File: config.mk
export PLATFORM = sky130hd
export DESIGN_NAME = i2s_tx_flat
export DESIGN_NICKNAME = d
export VERILOG_FILES = /design/src/rtl/i2s_pkg.sv /design/src/rtl/i2s_tx_if.sv /design/src/rtl/i2s_clkgen.sv /design/src/rtl/i2s_tx.sv /design/src/flat_wrapper.sv
export SDC_FILE = /design/constraint.sdc
export NUM_CORES = 1
export LEC_CHECK = 0
export CAP_MARGIN = 5
export CORE_MARGIN = 2
export CORE_UTILIZATION = 35
export CTS_CLUSTER_SIZE = 10
export DETAILED_ROUTE_END_ITERATION = 16
export GPL_TIMING_DRIVEN = 0
export PLACE_DENSITY_LB_ADDON = 0.1
export RECOVER_POWER = 25
export SETUP_SLACK_MARGIN = 0.4
export SLEW_MARGIN = 20
export SYNTH_ARGS = -nofsm -noshare
export SYNTH_HDL_FRONTEND = slang
export SYNTH_HIERARCHICAL = 1
export SYNTH_SLANG_ARGS = --single-unit
File: constraint.sdc
create_clock -name clk -period 3 [get_ports clk]
set_input_delay 0.75 -clock clk [delete_from_list [all_inputs] [get_ports clk]]
set_output_delay 0.75 -clock clk [all_outputs]
set_load 0.01 [all_outputs]
File: src/rtl/i2s_pkg.sv
// Shared I2S definitions: frame geometry, sample-pair type and slot decode helpers.
// Used by i2s_tx and by the capture decoder so both agree on slot timing.
package i2s_pkg;

  localparam int FRAME_BITS     = 64;
  localparam int SLOT_BITS      = 32;
  localparam int LEFT_FIRST     = 1;
  localparam int RIGHT_FIRST    = 33;
  localparam int DEFAULT_DATA_W = 24;

  localparam int SLOT_CNT_W = $clog2(FRAME_BITS);
  localparam int WS_BIT     = $clog2(SLOT_BITS);

  typedef logic [SLOT_CNT_W-1:0] slot_t;

  typedef struct packed {
    logic [DEFAULT_DATA_W-1:0] left;
    logic [DEFAULT_DATA_W-1:0] right;
  } i2s_pair_t;

  // True when slot k carries a data bit of the left word of width dw.
  function automatic logic in_left_slot(input slot_t k, input int dw);
    return (int'(k) >= LEFT_FIRST) && (int'(k) < LEFT_FIRST + dw);
  endfunction

  function automatic logic in_right_slot(input slot_t k, input int dw);
    return (int'(k) >= RIGHT_FIRST) && (int'(k) < RIGHT_FIRST + dw);
  endfunction

endpackage

File: src/rtl/i2s_tx_if.sv
// Sample-pair valid/ready handshake between a producer (master) and i2s_tx (slave).
interface i2s_tx_if
  import i2s_pkg::*;
#(
  parameter int DATA_W = DEFAULT_DATA_W
);

  logic              sample_valid;
  logic              sample_ready;
  logic [DATA_W-1:0] left_in;
  logic [DATA_W-1:0] right_in;

  modport master (
    output sample_valid,
    output left_in,
    output right_in,
    input  sample_ready
  );

  modport slave (
    input  sample_valid,
    input  left_in,
    input  right_in,
    output sample_ready
  );

endinterface

File: src/rtl/i2s_clkgen.sv
// SCK/WS generator: divides clk into SCK, counts 64 slots per frame and
// flags the rise, fall and frame-start events one cycle before SCK changes.
module i2s_clkgen
  import i2s_pkg::*;
#(
  parameter int HALF_DIV = 8
) (
  input  logic  clk,
  input  logic  reset,
  output logic  sck_o,
  output logic  ws_o,
  output logic  rise_o,
  output logic  fall_o,
  output slot_t bit_cnt_o,
  output logic  frame_start_o
);

  localparam int DIV_W = (HALF_DIV > 1) ? $clog2(HALF_DIV) : 1;

  logic [DIV_W-1:0] div_cnt_q, div_cnt_d;
  logic             sck_q, sck_d;
  logic             ws_q, ws_d;
  slot_t            bit_cnt_q, bit_cnt_d;
  logic             wrap;

  // The event strobes are decoded from the current state, so a consumer acting
  // on them updates its registers on the same edge that SCK toggles.
  always_comb begin
    wrap      = (div_cnt_q == DIV_W'(HALF_DIV - 1));
    div_cnt_d = wrap ? '0 : div_cnt_q + DIV_W'(1);
    sck_d     = wrap ? ~sck_q : sck_q;
    bit_cnt_d = bit_cnt_q;
    ws_d      = ws_q;
    if (wrap && sck_q) begin
      bit_cnt_d = bit_cnt_q + slot_t'(1);
      ws_d      = bit_cnt_d[WS_BIT];
    end
  end

  always_ff @(posedge clk) begin
    if (reset) begin
      div_cnt_q <= '0;
      sck_q     <= 1'b0;
      ws_q      <= 1'b0;
      bit_cnt_q <= '0;
    end else begin
      div_cnt_q <= div_cnt_d;
      sck_q     <= sck_d;
      ws_q      <= ws_d;
      bit_cnt_q <= bit_cnt_d;
    end
  end

  assign rise_o        = wrap && !sck_q;
  assign fall_o        = wrap && sck_q;
  assign frame_start_o = fall_o && (bit_cnt_q == slot_t'(FRAME_BITS - 1));
  assign sck_o         = sck_q;
  assign ws_o          = ws_q;
  assign bit_cnt_o     = bit_cnt_q;

endmodule

File: src/rtl/i2s_tx.sv
// I2S master transmitter: one holding register behind a valid/ready port, loaded
// into left/right shifters at each frame start. Optional I2S_TX_HOLD_LAST_EN repeats
// the last pair on underrun instead of sending zeros.
module i2s_tx
  import i2s_pkg::*;
#(
  parameter int DATA_W   = DEFAULT_DATA_W,
  parameter int HALF_DIV = 8
) (
  input  logic     clk,
  input  logic     reset,
  i2s_tx_if.slave  smp,
  output logic     SCK,
  output logic     WS,
  output logic     SD,
  output logic     underrun
);

  typedef struct packed {
    logic [DATA_W-1:0] left;
    logic [DATA_W-1:0] right;
  } pair_t;

  logic  rise, fall, frame_start;
  slot_t bit_cnt;

  pair_t             hold_q, hold_d;
  logic              hold_full_q, hold_full_d;
  logic [DATA_W-1:0] sh_l_q, sh_l_d;
  logic [DATA_W-1:0] sh_r_q, sh_r_d;
  logic              sd_q, sd_d;
  logic              underrun_q, underrun_d;
`ifdef I2S_TX_HOLD_LAST_EN
  pair_t             last_q, last_d;
`endif

  i2s_clkgen #(
    .HALF_DIV(HALF_DIV)
  ) u_clkgen (
    .clk          (clk),
    .reset        (reset),
    .sck_o        (SCK),
    .ws_o         (WS),
    .rise_o       (rise),
    .fall_o       (fall),
    .bit_cnt_o    (bit_cnt),
    .frame_start_o(frame_start)
  );

  // The frame load samples hold_full_q before any same-cycle transfer lands, so
  // a pair arriving on the load edge is counted as an underrun and waits a frame.
  // SD takes the shifter MSB on a rise; the shifter advances on the following
  // fall, after the receiver has sampled that bit.
  always_comb begin
    hold_d      = hold_q;
    hold_full_d = hold_full_q;
    sh_l_d      = sh_l_q;
    sh_r_d      = sh_r_q;
    sd_d        = sd_q;
    underrun_d  = frame_start && !hold_full_q;
`ifdef I2S_TX_HOLD_LAST_EN
    last_d      = last_q;
`endif

    if (frame_start) begin
      if (hold_full_q) begin
        sh_l_d      = hold_q.left;
        sh_r_d      = hold_q.right;
        hold_full_d = 1'b0;
`ifdef I2S_TX_HOLD_LAST_EN
        last_d      = hold_q;
`endif
      end else begin
`ifdef I2S_TX_HOLD_LAST_EN
        sh_l_d = last_q.left;
        sh_r_d = last_q.right;
`else
        sh_l_d = '0;
        sh_r_d = '0;
`endif
      end
    end else if (rise) begin
      if (in_left_slot(bit_cnt, DATA_W)) begin
        sd_d = sh_l_q[DATA_W-1];
      end else if (in_right_slot(bit_cnt, DATA_W)) begin
        sd_d = sh_r_q[DATA_W-1];
      end else begin
        sd_d = 1'b0;
      end
    end else if (fall) begin
      if (in_left_slot(bit_cnt, DATA_W)) begin
        sh_l_d = sh_l_q << 1;
      end else if (in_right_slot(bit_cnt, DATA_W)) begin
        sh_r_d = sh_r_q << 1;
      end
    end

    if (smp.sample_valid && !hold_full_q) begin
      hold_d.left  = smp.left_in;
      hold_d.right = smp.right_in;
      hold_full_d  = 1'b1;
    end
  end

  always_ff @(posedge clk) begin
    if (reset) begin
      hold_q      <= '0;
      hold_full_q <= 1'b0;
      sh_l_q      <= '0;
      sh_r_q      <= '0;
      sd_q        <= 1'b0;
      underrun_q  <= 1'b0;
`ifdef I2S_TX_HOLD_LAST_EN
      last_q      <= '0;
`endif
    end else begin
      hold_q      <= hold_d;
      hold_full_q <= hold_full_d;
      sh_l_q      <= sh_l_d;
      sh_r_q      <= sh_r_d;
      sd_q        <= sd_d;
      underrun_q  <= underrun_d;
`ifdef I2S_TX_HOLD_LAST_EN
      last_q      <= last_d;
`endif
    end
  end

  assign smp.sample_ready = !hold_full_q;
  assign SD               = sd_q;
  assign underrun         = underrun_q;

endmodule

File: src/flat_wrapper.sv
// flat-port wrapper written by rule: the top's interface ports become plain ports
module i2s_tx_flat import i2s_pkg::*;
#(
  parameter int DATA_W   = DEFAULT_DATA_W,
  parameter int HALF_DIV = 8
)
  (clk, reset, SCK, WS, SD, underrun, smp_sample_valid, smp_left_in, smp_right_in, smp_sample_ready);
  i2s_tx_if #(.DATA_W(DATA_W)) smp_i ();
  input  logic clk;
  input  logic reset;
  output logic SCK;
  output logic WS;
  output logic SD;
  output logic underrun;
  input wire logic [$bits(smp_i.sample_valid)-1:0] smp_sample_valid;
  input wire logic [$bits(smp_i.left_in)-1:0] smp_left_in;
  input wire logic [$bits(smp_i.right_in)-1:0] smp_right_in;
  output wire logic [$bits(smp_i.sample_ready)-1:0] smp_sample_ready;
  assign smp_i.sample_valid = smp_sample_valid;
  assign smp_i.left_in = smp_left_in;
  assign smp_i.right_in = smp_right_in;
  assign smp_sample_ready = smp_i.sample_ready;
  i2s_tx #(.DATA_W(DATA_W), .HALF_DIV(HALF_DIV)) u_core (.clk(clk), .reset(reset), .smp(smp_i), .SCK(SCK), .WS(WS), .SD(SD), .underrun(underrun));
endmodule
==> impl_metrics.csv, run 1 <==
group,metric,value,unit
placement,gpl.final_weighted_congestion,0.790,
timing,setup_viol,0,
run_status,outcome,"complete, no violations",
clock_tree,tritoncts_num_sinks,109,
synth,fraction_of_registers_with_async_set_reset,0,%
synth,synthesis.area_per_instance,8.44,µm²
route,dr_total_vias,4433,
floorplanning,initial_utilization,36.2,%
critical_path,worst-path-max-fanout,10,
floorplanning,std_cell_rows,43,
synth,cell_area_after_synthesis,0.00506,mm²
timing,peak_clock_frequency_supported_by_timing,384,MHz
final_layout,design.final.nets,720,
hold_path,min_from,"u_core/u_clkgen/div_cnt_q[0]",
final_layout,drive_above_1_share,14.6,%
clock_tree,clock_tree_root_driver_cell,"sky130_fd_sc_hd__clkbuf_16",
pwr,sequentialPowerShare,51.3,%
pwr,internal_power,2.25,mW
clock_tree,max-clock-path-buffers,2,
route,drtAntennaViolNets,0,
critical_path,cp_slowest_cell,"sky130_fd_sc_hd__dlygate4sd3_1",
critical_path,worstPathArrival,2.84,ns
clock_tree,cts_inserted_buffers,9,
global_routing,grt_antenna_before_repair,0,
synth,postSynthCellCount,600,
timing,relSlewSlack,45.7,%
final_layout,n_antenna_cell,0,
synth,synthTopCellsByArea,"sky130_fd_sc_hd__dfxtp_1, sky130_fd_sc_hd__a211oi_1, sky130_fd_sc_hd__nand2_1",
critical_path,critical_path.most_common_cell,"sky130_fd_sc_hd__clkbuf_1",
critical_path,rr_worst_depth,10,
global_routing,grt_pass1_vias,4400,
final_layout,postLayoutCoreUtil,44.2,%
final_layout,area.sequential,0.00218,mm²
synth,proportion_of_synthesized_chip_area_in_sequential_cells,43.1,%
route,detail_route.wl_per_cell,15.8,µm
synth,postSynthNetCount,654,
synth,synth_edf_count,0,
clock_tree,clock_insertion_delay_worst_skew,0.36,ns
route,routed_wl,13400,µm
pwr,pwr-share-clk,40.2,%
final_layout,multi_input_comb_area,0.00263,mm²
route,detail_route.first_pass.iterations,5,
synth,synthDistinctLibCells,40,
pwr,leakage,2.15,nW
synth,yosysTopAreaCellShare,43.1,%
clock_tree,cts-htree-levels,3,
global_routing,grt.total_usage,17.9,%
hold_path,min_to,"u_core/u_clkgen/div_cnt_q[0]",
pwr,power_frac_comb,8.5,%
timing,finalCritPeriodShare,86.8,%
critical_path,worstPathBufferInverterCount,5,
timing,timing_max_transition_violations_final,0,
critical_path,timing.critical_path.from_type,"input port",
pwr,power.ir.vdd_worst,382,µV
timing,finalWorstPathRequiredPeriod,2.60,ns
clock_tree,tritoncts,"built",
synth,yosysTopAreaCell,"sky130_fd_sc_hd__dfxtp_1",
floorplanning,die-area,0.0154,mm²
critical_path,reg2reg_slack,0.44,ns
hold_path,hold_path.class,"flop to flop",
timing,finalHoldViolCount,0,
critical_path,reg2reg_capture_point,"u_core/sh_r_q[20]",
global_routing,overflow_left_after_global_routing,0,
clock_tree,clock_pin_slew_of_the_registers_on_the_worst_case_setup_and_hold_paths,0.07,ns
placement,dpl.hpwl,9460,µm
placement,port-buffer-count,55,
final_layout,fill_cells,1438,
hold_path,min_delay_path_depth,1,
critical_path,timing.rr.start,"u_core/u_clkgen/div_cnt_q[0]",
pwr,net_switching_power_figure,0.695,mW
floorplanning,num_io_pins,56,
pwr,power_switching_share,23.6,%
route,viasPerCell,5.21,
route,drc_errors,0,
critical_path,critical_path.max_stage_delay,0.59,ns
pwr,finalPower,2.95,mW
timing,skew,0.00672,ns
floorplanning,die_h,124,µm
synth,yosys_warnings,6,
critical_path,critPathLaunch,"reset",
final_layout,layout_commonest_cell,"sky130_fd_sc_hd__nand2_1",
synth,prevailing_post_synth_register_cell,"sky130_fd_sc_hd__dfxtp_1",
job,maximum_capacitance_violations,0,
final_layout,post_layout_nonfiller_instances,851,
critical_path,timing.setup.critical_path_class,"input port to flop",
timing,grt_setup_unrepaired,"true",
global_routing,pin_count_of_the_biggest_net_entering_global_routing,16,
pwr,power_density,477,mW/mm²
global_routing,grt_pass1_wl,22400,µm
placement,post-place-cells,835,
critical_path,worstPathRequired,3.23,ns
final_layout,syn2layout_area_growth,22.2,%
critical_path,endpoint_class_of_the_critical_path,"flop",
floorplanning,die_width,124,µm
final_layout,most-common-layout-cells,"sky130_fd_sc_hd__nand2_1, sky130_fd_sc_hd__dfxtp_1, sky130_fd_sc_hd__a211oi_1, sky130_fd_sc_hd__a21oi_1, sky130_fd_sc_hd__nor2_1",
floorplanning,core,0.0140,mm²
timing,worst-slew-pin-transition,0.806,ns
critical_path,cpLargestDelayFamily,"buffers and inverters",
route,drt-initial-drc-count,246,
synth,synth.ff_latch_count,109,
critical_path,timing.critical_path.cells,"dlygate4sd3_1 > clkbuf_1 > clkbuf_2 > buf_2 > clkbuf_1 > a21oi_1",
[worst max path at each step]
| stage | cells after the start | slack [ns] | to |
|---|---|---|---|
| floorplan | 9 | 0.71 | u_core/sh_l_q[23] |
| global placement | 6 | -0.39 | u_core/hold_q[42] |
| detailed placement | 6 | -0.39 | u_core/hold_q[41] |
| CTS | 5 | 0.33 | smp_sample_ready |
| global route | 6 | 0.22 | u_core/hold_q[13] |
| finish | 6 | 0.40 | u_core/hold_q[18] |
[worst register-to-register path: cells and delay by family, from the launching register on]
| kind | cells | cell delay [ns] |
|---|---|---|
| fa+ha+maj | 2 | 0.29 |
| buf+inv | 4 | 1.05 |
| mux | 1 | 0.30 |
| flops | 1 | 0.34 |
| simple gates | 2 | 0.32 |
| compound gates | 1 | 0.16 |
[layout make-up]
type / count / share of cell area (%)
multi-input cells: 431 / 42.5
well taps: 180 / 3.64
repair buffers: 55 / 8.94
flip-flops and latches: 109 / 35.3
inverters: 5 / 0.303
clock buffers: 16 / 4.71
plain buffers: 55 / 4.63
[metal layers]
| layer | share of wire (%) | GRT usage, % |
|---|---|---|
| met4 | 1.5 | 4.76 |
| met3 | 3.3 | 4.34 |
| met5 | 0 | 0 |
| met2 | 49 | 30.3 |
| met1 | 46 | 22.8 |
[power groups by stage]
stage | clock network, mW | logic [mW] | registers, mW
floorplan | 0 | 0.130 | 1.54
global placement | 0 | 0.249 | 1.54
detailed placement | 0 | 0.253 | 1.55
CTS | 1.22 | 0.257 | 1.51
global route | 1.29 | 0.284 | 1.52
finish | 1.19 | 0.252 | 1.51
[repair_timing]
item	CTS	global route
buffers inserted	0	0
resized for setup	23	27
endpoints found under the setup margin	100	60
hold buffers	0	0
endpoints found under the hold margin	0	0
[Yosys cell counts (all sizes together) (2+ instances only)]
library cell and instances:
a2111oi 4, a211oi 88, a21o 4, a21oi 53
a32o 2, buf 12, clkbuf 43, dfxtp 109
ha 3, inv 5, mux2 44, nand2 146
nand2b 3, nand3 3, nor2 51, nor2b 4
nor3 2, nor3b 4, o2111ai 3, or4 2
or4b 2, or4bb 2, xnor2 2
[cell families after synthesis]
logic type               after synthesis  share of synthesized area (%)
AO/OA/AOI/OAI                        158                           22.2
XOR/XNOR                               3                          0.519
adder cells (fa/ha/maj)                3                          0.742
buffers and inverters                 60                           5.21
flip-flops                           109                           43.1
multiplexers                          44                           9.79
AND/OR/NAND/NOR                      223                           18.5
[sequential cells by signal, summed over array words and instances, names as in the netlist]
signal                     cells
u_core/u_clkgen/ws_o           1
u_core/u_clkgen/div_cnt_q      3
u_core/u_clkgen/bit_cnt_o      5
u_core/hold_q                 48
u_core/sh_r_q                 24
u_core/sh_l_q                 24
u_core/hold_full_q             1
u_core/underrun                1
u_core/SD                      1
u_core/u_clkgen/sck_o          1
[per-stage QoR]
| step | area [µm²] | hold WS, ns | setup slack (ns) | TNS (ns) |
|---|---|---|---|---|
| floorplan | 5060 | 0.404 | 0.706 | 0 |
| detailed placement | 5840 | 0.431 | -0.394 | -20.88 |
| CTS | 6160 | 0.441 | 0.330 | 0 |
| finish | 6190 | 0.439 | 0.395 | 0 |
| global route | 6190 | 0.467 | 0.224 | 0 |
| global placement | 5840 | 0.413 | -0.389 | -21.07 |
(Power assumes the default switching activity.)
==> run 2: changes to the inputs <==
--- a/config.mk
+++ b/config.mk
@@ -14,6 +14,7 @@
 export PLACE_DENSITY_LB_ADDON = 0.1
 export RECOVER_POWER = 25
 export SETUP_SLACK_MARGIN = 0.4
+export SKIP_CTS_REPAIR_TIMING = 1
 export SLEW_MARGIN = 20
 export SYNTH_ARGS = -nofsm -noshare
 export SYNTH_HDL_FRONTEND = slang
==> run 2 against run 1 <==
Compared with the run above: clock power is essentially flat; non-clock buffer count did not move; via count is 0.72% higher; sequential share of layout area hardly changed; flip-flop and latch count stayed put; critical endpoint is now smp_sample_ready.
==> impl_metrics.csv, run 2 (synthesis gave the netlist of run 1 again) <==
group,metric,value,unit
run_status,outcome,"complete, no violations",
placement,dpl.hpwl,9460,µm
pwr,finalPower,2.94,mW
floorplanning,std_cell_rows,43,
route,drtAntennaViolNets,0,
route,viasPerCell,5.25,
placement,post-place-cells,835,
pwr,sequentialPowerShare,51.4,%
clock_tree,max-clock-path-buffers,2,
critical_path,timing.setup.critical_path_class,"flop to output port",
placement,gpl.final_weighted_congestion,0.790,
pwr,internal_power,2.25,mW
final_layout,syn2layout_area_growth,22.2,%
job,maximum_capacitance_violations,0,
global_routing,grt_pass1_wl,22300,µm
clock_tree,tritoncts_num_sinks,109,
global_routing,grt_antenna_before_repair,0,
clock_tree,cts_inserted_buffers,9,
timing,skew,0.00629,ns
final_layout,layout_commonest_cell,"sky130_fd_sc_hd__nand2_1",
placement,port-buffer-count,55,
floorplanning,die-area,0.0154,mm²
route,detail_route.wl_per_cell,15.7,µm
critical_path,cp_slowest_cell,"sky130_fd_sc_hd__clkbuf_1",
critical_path,timing.critical_path.cells,"clkbuf_2 > clkbuf_1 > clkbuf_4 > inv_1 > dlymetal6s2s_1",
pwr,pwr-share-clk,40.0,%
hold_path,hold_path.class,"flop to flop",
final_layout,n_antenna_cell,0,
route,detail_route.first_pass.iterations,4,
floorplanning,die_width,124,µm
global_routing,grt.total_usage,17.9,%
clock_tree,tritoncts,"built",
floorplanning,core,0.0140,mm²
pwr,leakage,2.15,nW
timing,worst-slew-pin-transition,0.826,ns
critical_path,worstPathArrival,1.90,ns
critical_path,worst-path-max-fanout,10,
critical_path,reg2reg_slack,0.39,ns
critical_path,endpoint_class_of_the_critical_path,"output port",
timing,fin_tns_setup,0,ns
floorplanning,num_io_pins,56,
pwr,power.ir.vdd_worst,382,µV
timing,relSlewSlack,44.4,%
final_layout,post_layout_nonfiller_instances,851,
pwr,net_switching_power_figure,0.685,mW
critical_path,cpLargestDelayFamily,"buffers and inverters",
floorplanning,initial_utilization,36.2,%
final_layout,fill_cells,1435,
final_layout,most-common-layout-cells,"sky130_fd_sc_hd__nand2_1, sky130_fd_sc_hd__dfxtp_1, sky130_fd_sc_hd__a211oi_1, sky130_fd_sc_hd__a21oi_1, sky130_fd_sc_hd__nor2_1",
timing,peak_clock_frequency_supported_by_timing,377,MHz
pwr,power_density,475,mW/mm²
clock_tree,clock_insertion_delay_worst_skew,0.35,ns
pwr,power_frac_comb,8.5,%
timing,finalWorstPathRequiredPeriod,2.65,ns
route,dr_total_vias,4465,
clock_tree,cts-htree-levels,3,
floorplanning,die_h,124,µm
route,drc_errors,0,
timing,grt_setup_unrepaired,"true",
pwr,power_switching_share,23.3,%
clock_tree,clock_pin_slew_of_the_registers_on_the_worst_case_setup_and_hold_paths,0.07,ns
timing,timing_max_transition_violations_final,0,
timing,setup_viol,0,
final_layout,top_regs,"u_core/hold_q (48), u_core/sh_l_q (24), u_core/sh_r_q (24)",
global_routing,pin_count_of_the_biggest_net_entering_global_routing,16,
critical_path,worstPathBufferInverterCount,5,
critical_path,critical_path.max_stage_delay,0.47,ns
critical_path,timing.critical_path.from_type,"flop",
clock_tree,clock_tree_root_driver_cell,"sky130_fd_sc_hd__clkbuf_16",
timing,finalCritPeriodShare,88.4,%
route,drt-initial-drc-count,274,
global_routing,overflow_left_after_global_routing,0,
final_layout,regMostFlops,"u_core/hold_q",
final_layout,max_ffs_per_register,48,
global_routing,grt_pass1_vias,4415,
final_layout,drive_above_1_share,14.8,%
critical_path,worstPathRequired,2.25,ns
final_layout,design.final.nets,720,
route,routed_wl,13400,µm
timing,finalHoldViolCount,0,
run 2: layout make-up:
cell class | instances | area (µm²) | share of cell area [%]
Buffer | 55 | 285 | 4.61
Clock buffer | 16 | 292 | 4.71
Tap cell | 180 | 225 | 3.64
Inverter | 5 | 18.8 | 0.303
Sequential cell | 109 | 2180 | 35.3
Multi-Input combinational cell | 431 | 2630 | 42.5
Timing Repair Buffer | 55 | 553 | 8.94
run 2: through the flow:
step | worst slack, ns | hold slack [ns] | instance area [µm²] | utilization (%)
6_report | 0.348 | 0.439 | 6190 | 44.2
5_1_grt | 0.186 | 0.467 | 6190 | 44.2
4_1_cts | -0.0738 | 0.441 | 6130 | 43.8
3_5_place_dp | -0.394 | 0.431 | 5840 | 41.7
3_3_place_gp | -0.389 | 0.413 | 5840 | 41.7
2_1_floorplan | 0.706 | 0.404 | 5060 | -
run 2: worst paths after layout:
path	from	to	cells past startpoint
worst max-delay path	u_core/hold_full_q	smp_sample_ready	5
worst min register to register	u_core/u_clkgen/div_cnt_q[0]	u_core/u_clkgen/div_cnt_q[0]	1
worst max register to register	u_core/u_clkgen/div_cnt_q[0]	u_core/sh_r_q[17]	10
worst min-delay path	u_core/u_clkgen/div_cnt_q[0]	u_core/u_clkgen/div_cnt_q[0]	1
run 2: power groups by stage:
stage	registers (mW)	clock network, mW	logic [mW]
finish	1.51	1.18	0.251
global route	1.52	1.29	0.284
CTS	1.51	1.22	0.254
detailed placement	1.55	0	0.253
global placement	1.54	0	0.249
floorplan	1.54	0	0.130
run 2: per-layer routing:
| layer | global-route usage [%] | up-vias | wire length (µm) |
|---|---|---|---|
| li1 | - | 2245 | - |
| met1 | 22.7 | 2137 | 6210 |
| met2 | 30.2 | 68 | 6480 |
| met3 | 4.34 | 15 | 463 |
| met4 | 5.02 | 0 | 210 |
| met5 | 0 | - | 0 |
